File: src/rtl/fat_level_scanner.sv
// Read-side FAT client: walks entries 0..VAR_NUM-1 one per cycle and collects
// which ones equal (or are at/above) a latched level.
module fat_level_scanner #(
    parameter int VAR_NUM     = 8,
    parameter int VAR_NUM_LOG = 3
) (
    input  logic                   clk,
    input  logic                   rst,
    input  logic                   start,
    input  logic [VAR_NUM_LOG-1:0] cmp_level,
    input  logic                   cmp_mode,
    input  logic                   abort,
    output logic                   fat_en,
    output logic                   fat_write,
    output logic [VAR_NUM:0]       fat_address,
    input  logic [VAR_NUM_LOG-1:0] fat_out,
    output logic                   busy,
    output logic                   done,
    output logic [VAR_NUM-1:0]     match_mask,
    output logic [VAR_NUM_LOG:0]   match_count,
    output logic [VAR_NUM_LOG-1:0] first_idx,
    output logic                   any_match
);

    typedef enum logic [1:0] {IDLE, SCAN, DONE} state_t;

    state_t                 r_state;
    state_t                 w_state_next;
    logic [VAR_NUM_LOG-1:0] r_idx;
    logic [VAR_NUM_LOG-1:0] r_level;
    logic                   r_mode;
    logic [VAR_NUM-1:0]     r_mask;
    logic [VAR_NUM_LOG:0]   r_count;
    logic [VAR_NUM_LOG-1:0] r_first;
    logic                   r_any;

    logic                   w_last;
    logic                   w_match;
    logic                   w_accept;
    logic [VAR_NUM-1:0]     w_idx_onehot;

    assign w_last  = (r_idx == VAR_NUM_LOG'(VAR_NUM - 1));
    assign w_match = r_mode ? (fat_out >= r_level) : (fat_out == r_level);
    // In DONE an abort wins over a simultaneous start; in IDLE abort is ignored.
    assign w_accept = start && ((r_state == IDLE) || ((r_state == DONE) && !abort));

    genvar gi;
    generate
        for (gi = 0; gi < VAR_NUM; gi++) begin : g_onehot
            assign w_idx_onehot[gi] = (r_idx == VAR_NUM_LOG'(gi));
        end
    endgenerate

    always_ff @(posedge clk or posedge rst) begin
        if (rst) begin
            r_state <= IDLE;
        end else begin
            r_state <= w_state_next;
        end
    end

    always_comb begin
        w_state_next = r_state;
        busy         = 1'b0;
        done         = 1'b0;
        fat_en       = 1'b0;
        fat_write    = 1'b0;
        fat_address  = '0;
        case (r_state)
            IDLE: begin
                if (start) w_state_next = SCAN;
            end
            SCAN: begin
                busy        = 1'b1;
                fat_en      = 1'b1;
                fat_address = (VAR_NUM + 1)'(r_idx);
                if (abort)       w_state_next = IDLE;
                else if (w_last) w_state_next = DONE;
            end
            DONE: begin
                done = 1'b1;
                if (w_accept) w_state_next = SCAN;
                else          w_state_next = IDLE;
            end
            default: w_state_next = IDLE;
        endcase
    end

    always_ff @(posedge clk or posedge rst) begin
        if (rst) begin
            r_idx   <= '0;
            r_level <= '0;
            r_mode  <= 1'b0;
            r_mask  <= '0;
            r_count <= '0;
            r_first <= '0;
            r_any   <= 1'b0;
        end else if (w_accept) begin
            r_idx   <= '0;
            r_level <= cmp_level;
            r_mode  <= cmp_mode;
            r_mask  <= '0;
            r_count <= '0;
            r_first <= '0;
            r_any   <= 1'b0;
        end else if (r_state == SCAN) begin
            if (abort) begin
                r_idx   <= '0;
                r_mask  <= '0;
                r_count <= '0;
                r_first <= '0;
                r_any   <= 1'b0;
            end else begin
                if (w_match) begin
                    r_mask  <= r_mask | w_idx_onehot;
                    r_count <= r_count + (VAR_NUM_LOG + 1)'(1);
                    if (!r_any) begin
                        r_first <= r_idx;
                        r_any   <= 1'b1;
                    end
                end
                if (!w_last) r_idx <= r_idx + VAR_NUM_LOG'(1);
            end
        end
    end

    assign match_mask  = r_mask;
    assign match_count = r_count;
    assign first_idx   = r_first;
    assign any_match   = r_any;

endmodule

File: config.mk
export PLATFORM = sky130hd
export DESIGN_NAME = fat_level_scanner
export DESIGN_NICKNAME = d
export VERILOG_FILES = /design/src/rtl/fat_level_scanner.sv
export SDC_FILE = /design/constraint.sdc
export NUM_CORES = 1
export LEC_CHECK = 0
export CORE_MARGIN = 3
export CORE_UTILIZATION = 30
export CTS_CLUSTER_SIZE = 14
export DETAILED_ROUTE_END_ITERATION = 7
export GPL_TIMING_DRIVEN = 0
export SYNTH_ARGS = -nofsm -noshare
export SYNTH_HDL_FRONTEND = slang
export SYNTH_SLANG_ARGS = --single-unit
File: constraint.sdc
create_clock -name clk -period 4.9 [get_ports clk]
set_input_delay 0.49 -clock clk [delete_from_list [all_inputs] [get_ports clk]]
set_output_delay 0.49 -clock clk [all_outputs]
set_load 0.005 [all_outputs]
; Word-level counts from Yosys, hierarchy flattened
; Cells that the tools add are included.
[classes]
n_reduce_logical = 12
mux = 30
multipliers = 0
addsub = 2
n_eq_ne = 14
n_shift = 0
div = 0
n_bitwise = 1
order_cmp = 1
[op_table]
columns = op, count
row1 = 2-to-1 mux 8 bit, 4
row2 = 2-to-1 mux 3 bit, 10
row3 = 2-to-1 mux 4 bit, 4
row4 = "== test 3 bit, second input constant", 4
row5 = 2-to-1 mux 1 bit, 8
row6 = bitwise OR 8 bit, 1
row7 = "== test 3 x 2 -> 1 bit, second input constant", 2
row8 = 2-to-1 mux 2 bit, 3
row9 = "inequality test 3 x 2 -> 1 bit, second input constant", 2
row10 = case mux 2 bit (3 select lines), 1
row11 = AND reduction 2 bit, 3
row12 = "adder 4 x 1 -> 4 bit, second input constant", 1
row13 = "adder 3 x 1 -> 3 bit, second input constant", 1
row14 = "== test 3 x 1 -> 1 bit, second input constant", 1
row15 = == test 3 bit, 1
row16 = >= comparator 3 bit, 1
row17 = logical NOT 3 bit, 1
row18 = "inequality test 3 bit, second input constant", 1
row19 = AND reduction 3 bit, 1
row20 = nonzero test 3 bit, 1
row21 = "== test 2 x 1 -> 1 bit, second input constant", 1
row22 = "== test 2 bit, second input constant", 1
row23 = logical AND 1 bit, 2
row24 = logical NOT 2 bit, 1
row25 = other kinds (4), 4
[totals]
out_inout_bits = 29
latch_bits = 0
mem_bits_ro = 0
mem_bits_rw = 0
register_bits = 25
word_cells = 68
n_memories = 0

; Depth between registers and ports, before layout
; Gate-level depths: netlist of the first run.
[logic_depth]
ltp_word = 6
mapped_depth = 6
ltp_nobuf = 6

; Worst setup path before layout of the first run
; OpenSTA, ideal clock, no wires.
[synth_timing]
path_kind = input -> register
start = in fat_out[1]
end = reg r_first[0], in the netlist first_idx[0]
setup_slack_ns = 3.222
arrival_time_ns = 1.534
cell_stages = 5
setup_ns = 0.143
required_ns = 4.757
n_path_buf = 0
cell_sequence = ha_1 nor2b_1 o211ai_2 a211oi_1 o32ai_1
[synth_between]
elab_chain_len = 4
elab_cells_between_ends = 5
[synth_rtl]
columns = item, line
row1 = start: declaration, 16  ; input logic [VAR_NUM_LOG-1:0] fat_out,
row2 = >= comparator 3 bit or == test 3 bit (tied branches), 43  ; assign w_match = r_mode ? (fat_out >= r_level) : (fat_out == r_level);
row3 = 2-to-1 mux 1 bit *, 43
row4 = nonzero test 3 bit (no source line) *, -
row5 = AND reduction 3 bit (no source line) *, -
row6 = end signal: assignment, 118  ; r_first <= r_idx;
row7 = end: declaration, 34  ; logic [VAR_NUM_LOG-1:0] r_first;
; Mark *: on every way between the ends. The rest lies on a longest branch, timed or not.
; A chain may end at the register's enable or synchronous reset.

; Worst setup path in the final report of the first run
[layout_timing]
start = reg r_state[1]
end = out fat_address[1]
[layout_between]
elab_chain_len = 2
[layout_rtl]
columns = item, line
row1 = start: declaration, 27  ; state_t r_state;
row2 = start signal: assignment, 58  ; r_state <= w_state_next;
row3 = == test 2 x 1 -> 1 bit, 69  ; case (r_state)
row4 = 2-to-1 mux 3 bit, 69
row5 = end: declaration, 15  ; output logic [VAR_NUM:0] fat_address,
; Every way passes these cells.

==> results of run 1 <==
## final cells by class
type	instances	area [sq um]
buffer	9	71.32
clock buffer	3	41.29
clock inverter	1	5.005
fill	429	2565
inverter	12	45.04
multi-input combinational	94	675.6
sequential	25	625.6
tap	52	65.06
timing repair buffer	32	320.3
## registers in the layout, summed over array words and instances (netlist names)
name and cells:
any_match 1, r_state 2, r_level 3, r_idx 3, match_mask 8, match_count 4
first_idx 3, r_mode 1
## cells in the mapped netlist, types with 2 or more instances
| master | number |
|---|---|
| buf_4 | 8 |
| nand3_1 | 7 |
| mux2_2 | 4 |
| and2_1 | 3 |
| o21ai_0 | 9 |
| o32ai_1 | 3 |
| and2b_2 | 2 |
| nand2_1 | 21 |
| inv_1 | 12 |
| nor2_1 | 3 |
| ha_1 | 10 |
| a21oi_1 | 2 |
| dfrtp_1 | 25 |
| a211oi_1 | 2 |
| a21o_4 | 2 |
## stage by stage
| stage | hold WS (ns) | setup WS [ns] | util, % |
|---|---|---|---|
| after floorplan | 0.4704 | 3.222 | - |
| after global placement | 0.4677 | 2.706 | 40.84 |
| after detailed placement | 0.4729 | 2.655 | 40.84 |
| after CTS | 0.4941 | 2.770 | 41.89 |
| after global routing | 0.5147 | 2.694 | 41.89 |
| final | 0.4868 | 2.781 | 41.89 |
## cell families (layout without fill, tap and decap cells)
kind of cell	count (synthesis)	after routing
other	1	7
buffers and inverters	21	57
DFF	25	25
and+or+nand+nor	42	42
adders and majority gates	10	10
muxes	5	5
AOI/OAI and AO/OA	30	30
## worst max-delay path, stage by stage, from the launching register on
cell and delay [ns]:
dfrtp_1 0.42, and2b_2 0.29, and2_1 0.14, clkdlybuf4s50_1 0.50
## worst paths after layout
kind                          startpoint             end  slack [ns]  cells past startpoint
min                        match_mask[1]   match_mask[1]        0.49                      2
min reg2reg                match_mask[1]   match_mask[1]        0.49                      2
min in group asynchronous            rst  match_count[0]        0.74                      2
max                           r_state[1]  fat_address[1]        2.78                      3
max in group asynchronous            rst    first_idx[2]        3.57                      2
max reg2reg                     r_idx[1]        r_idx[1]        3.20                      5
## cells in the final DEF (no fill, tap or decap), types with 4 or more instances in the layout
master	count
inv_1	12
dfrtp_1	25
nand3_1	7
nand2_1	21
conb_1	7
mux2_2	4
o21ai_0	9
clkdlybuf4s50_1	32
buf_4	8
ha_1	10
## routing by layer
metal  vias up  global-route usage [%]  share of wire (%)
met5         -                       0                  0
met4         0                   2.414               0.88
met3         4                   2.432                5.9
met2        28                   18.31                 47
met1       489                   14.62                 47
li1        535                       -                  -
## where the power goes
part / internal (mW) / switching (mW) / leakage (nW)
Clock: 0.0569 / 0.0652 / 0.0255
Sequential: 0.228 / 0.0213 / 0.334
Combinational: 0.0824 / 0.0767 / 0.444
==> metrics, run 1 <==
XOR/XNOR Fraction of Synth Area=0%; final WL=2853 um; number of synthesized flops with an enable pin=0; normalized max-slew margin=a little over a third; WS Path Type=reg -> out; Async S/R FF share, synth=100.0%; GP Congestion=between 0.7 and 0.8; DRC=0; CTS tree=done; CORE AREA=between 0.004 and 0.005 sq mm; Cell Area, Placed=between 0.0015 and 0.002 sq mm; # setup viols final=0; Cells after Synth=about 130; RSZ-0062 raised after global routing=false; drt pass-1 iters=4; post-route cell area=approximately 0.0018 sq mm; initial core utilization=31.60%; grt total ovfl=0; vias in the first global route=about 1,000; count of input and output buffers=32; area leader, netlist=dfrtp_1; status=complete, no violations; Synth top area share=between 40% and 50%; min-delay worst type=reg -> reg; Non-Filler Instances=228; multiplexer area fraction after synthesis=roughly 3.9%; global-route wire length before repair=about 4800 um; # IOs=40; final-report hold violation count=0; measured slew at the worst slew-check pin=a little under 1 ns; Ys Warns=0; Post-CTS Setup Inserts=0; ANT cells=0; Fmax=471.9 MHz; CTS sink cnt=25; complex-gate fraction of the synthesized area=between 10% and 20%; maximum vdd ir drop=around 0.16 mV; pin count of the biggest net entering global routing=26; leakage power=0.8038 nW; routed vias/inst=between 4 and 5; Cells after DPL=~220; Arr. time, crit path=1.63 ns; Critical Path Fanout Max=7; initial antenna violation count=0; Tot Pwr=approximately 530 uW; syn avg cell area=around 10 sq um; antenna-violating nets left=0; drt first-iter violations=about 80; cts hold-fix bufs=0; Max Transition Viols Final=0; adder-cell area share of the yosys netlist=under 10%; Die Area=approximately 0.0055 sq mm; CTS clk-pin slew, worst paths=about 0.09 ns; Layout area overhead=32.56%; site row count=24; Worst Setup Start Kind=flip-flop; drt wl/cell=around 13 um; min Tclk post-route=2.119 ns; H-tree level count=1; Yosys cell types=36; DR vias=around 1,100; register area share after synthesis=~45%; total CTS buffers=3; simple-gate portion of the synthesized area=around 15%; post-detail-place hpwl=about 2200 um; worst skew pair latency=0.27 ns; largest cells by area after synthesis=dfrtp_1, ha_1, nand2_1; CP Data Required Time=between 4 and 5 ns; Setup Skew=between 0.004 and 0.005 ns; Die Ht=approximately 74 um; flops & latches, synth=25; Mapped Area=0.001395 sq mm; Setup TNS Final=0 ns; Max-cap violations=0; die extent in x=between 70 and 80 um; period utilization=43.24%; CTS resizes=0; endpoint class of the critical path=output pin; power density over cell area=287.1 mW/mm^2; nets=approximately 200; GRT Overall Usage=about 11%; Root Buffer=clkbuf_8; largest family of logic cells by synthesized area=compound AO/OA/AOI/OAI gates; Top FF cell, synth=dfrtp_1; buffer levels on the longest clock path=2; share of post-route cells with drive strength above 1=between 10% and 20%
Note: power is estimated with default switching activity, not from simulation.
==> run 2, diff against run 1 <==
==> constraint.sdc (replaced) <==
create_clock -name clk -period 1.8 [get_ports clk]
set_input_delay 0.18 -clock clk [delete_from_list [all_inputs] [get_ports clk]]
set_output_delay 0.18 -clock clk [all_outputs]
set_load 0.005 [all_outputs]
==> metrics, run 2 (synthesized netlist as in run 1, its figures left out) <==
post-route cell area=0.001877 sq mm (was 0.001849 sq mm); M1 GR Usage=14.62% (unchanged); RSZ-0062 raised after global routing=false (unchanged); commonest non-fill, non-tap cells in the layout=clkdlybuf4s50_1, dfrtp_1, nand2_1 (unchanged); DR vias=1,041 (was 1,056); Non-Filler Instances=229 (was 228); Die Area=0.005505 sq mm (unchanged); CTS tree=done (unchanged); CTS sink cnt=25 (unchanged); GRT Overall Usage=11.01% (was 10.98%); initial antenna violation count=0 (unchanged); Filler cells=424 (was 429); nets=199 (was 198); ANT cells=0 (unchanged); buffer levels on the longest clock path=2 (unchanged); # setup viols final=0 (unchanged); status=complete, no violations (unchanged); min-delay worst type=in -> async (was reg -> reg); cell chain of the critical path=and2b_2, buf_4, clkdlybuf4s50_1 (was and2b_2, and2_1, clkdlybuf4s50_1); leakage power=0.8662 nW (was 0.8038 nW); Layout area overhead=34.53% (was 32.56%); Max-cap violations=0 (unchanged); drt pass-1 iters=4 (unchanged); Critical Path Fanout Max=6 (was 7); antenna-violating nets left=0 (unchanged); final worst setup slack=0.06382 ns (was 2.781 ns); count of input and output buffers=32 (unchanged); Cell Area, Placed=0.001803 sq mm (unchanged); H-tree level count=1 (unchanged); Setup TNS Final=0 ns (unchanged); Arr. time, crit path=1.56 ns (was 1.63 ns); grt total ovfl=0 (unchanged); CP Data Required Time=1.62 ns (was 4.41 ns); measured slew at the worst slew-check pin=0.9627 ns (was 0.9650 ns); # IOs=40 (unchanged); crit-path max cell delay=0.48 ns (was 0.50 ns); Root Buffer=clkbuf_8 (unchanged); WS Path Type=reg -> out (unchanged); Cells after DPL=224 (unchanged); site row count=24 (unchanged); Setup Skew=0.004690 ns (was 0.004655 ns); initial core utilization=31.60% (unchanged); routed vias/inst=4.546 (was 4.632); dpl ws=-0.1353 ns (was 2.655 ns); cell family contributing the most delay on the critical path=buffers and inverters (unchanged); worst skew pair latency=0.27 ns (about the same); period utilization=a little over nine tenths; Fmax=about 580 MHz; final core utilization=42.52% (was 41.89%); total CTS buffers=3 (unchanged); share of post-route cells with drive strength above 1=18.64% (was 17.05%); min Tclk post-route=roughly 1.7 ns; WP buf/inv=2 (was 1); max reg flops=8 (unchanged); endpoint class of the critical path=output pin (unchanged); M3 GR Usage=2.432% (unchanged); pin count of the biggest net entering global routing=26 (unchanged); gr busiest metal=met2 (unchanged); met2 usage=18.41% (was 18.31%); final WL=2858 um (was 2853 um); maximum vdd ir drop=0.4314 mV (was 0.1608 mV); drt wl/cell=12.48 um (was 12.51 um); DRC=0 (unchanged); slowest cell on the critical path=clkdlybuf4s50_1 (unchanged); CTS clk-pin slew, worst paths=0.08 ns (was 0.09 ns); most common cell after layout, fill and taps aside=clkdlybuf4s50_1 (unchanged); vias in the first global route=1,046 (was 1,039); Die Ht=74.20 um (unchanged); final-report hold violation count=0 (unchanged); normalized max-slew margin=35.75% (was 35.60%); post-detail-place hpwl=2230 um (unchanged); cts hold-fix bufs=0 (unchanged); Min Hold Slack=0.4281 ns (was 0.4868 ns); power density over cell area=776.1 mW/mm^2 (was 287.1 mW/mm^2); Tot Pwr=1.457 mW (was 530.9 uW); Max Transition Viols Final=0 (unchanged); GP Congestion=0.7612 (unchanged); CORE AREA=0.004414 sq mm (unchanged); Worst Setup Start Kind=flip-flop (unchanged); drt first-iter violations=81 (was 79); global-route wire length before repair=4788 um (was 4774 um); die extent in x=74.20 um (unchanged)
[run 2: final timing paths]
kind	startpoint	to	slack, ns	cells after the start
max	r_state[1]	fat_en	0.06	3
min	rst	match_count[0]	0.43	2
max reg2reg	r_level[1]	first_idx[2]	0.16	6
min reg2reg	match_mask[1]	match_mask[1]	0.49	2
max in group asynchronous	rst	first_idx[2]	0.78	2
min in group clk	match_mask[1]	match_mask[1]	0.49	2
[run 2: final cells by class]
class | instances | area [sq um] | share of cell area, %
Multi-Input combinational cell | 94 | 688.2 | 36.67
Sequential cell | 25 | 625.6 | 33.33
Timing Repair Buffer | 33 | 335.3 | 17.87
Buffer | 9 | 71.32 | 3.800
Tap cell | 52 | 65.06 | 3.467
Inverter | 12 | 45.04 | 2.400
Clock buffer | 3 | 41.29 | 2.200
Clock inverter | 1 | 5.005 | 0.2667
[run 2: layer usage]
layer	wire length [um]	part of all wire, %
met5	0	0
met4	25	0.87
met3	172	6.0
met2	1326	46
met1	1334	47
[run 2: repair_timing]
item / 4_1_cts / 5_1_grt
resized for setup: 0 / 6
endpoints found under the setup margin: 3 / 9
buffers inserted: 1 / 0
hold endpoints to repair: 0 / 0
[run 2: power breakdown]
part,switching (mW),internal [mW]
clock network,0.176,0.155
registers,0.0591,0.622
logic,0.213,0.231
[run 2: worst register-to-register path: cells and delay by family, from the launching register on]
family	cells	cell delay, ns
AO/OA/AOI/OAI	3	0.69
adder cells (fa/ha/maj)	1	0.29
buffers and inverters	1	0.05
flip-flops	1	0.35
AND/OR/NAND/NOR	1	0.16
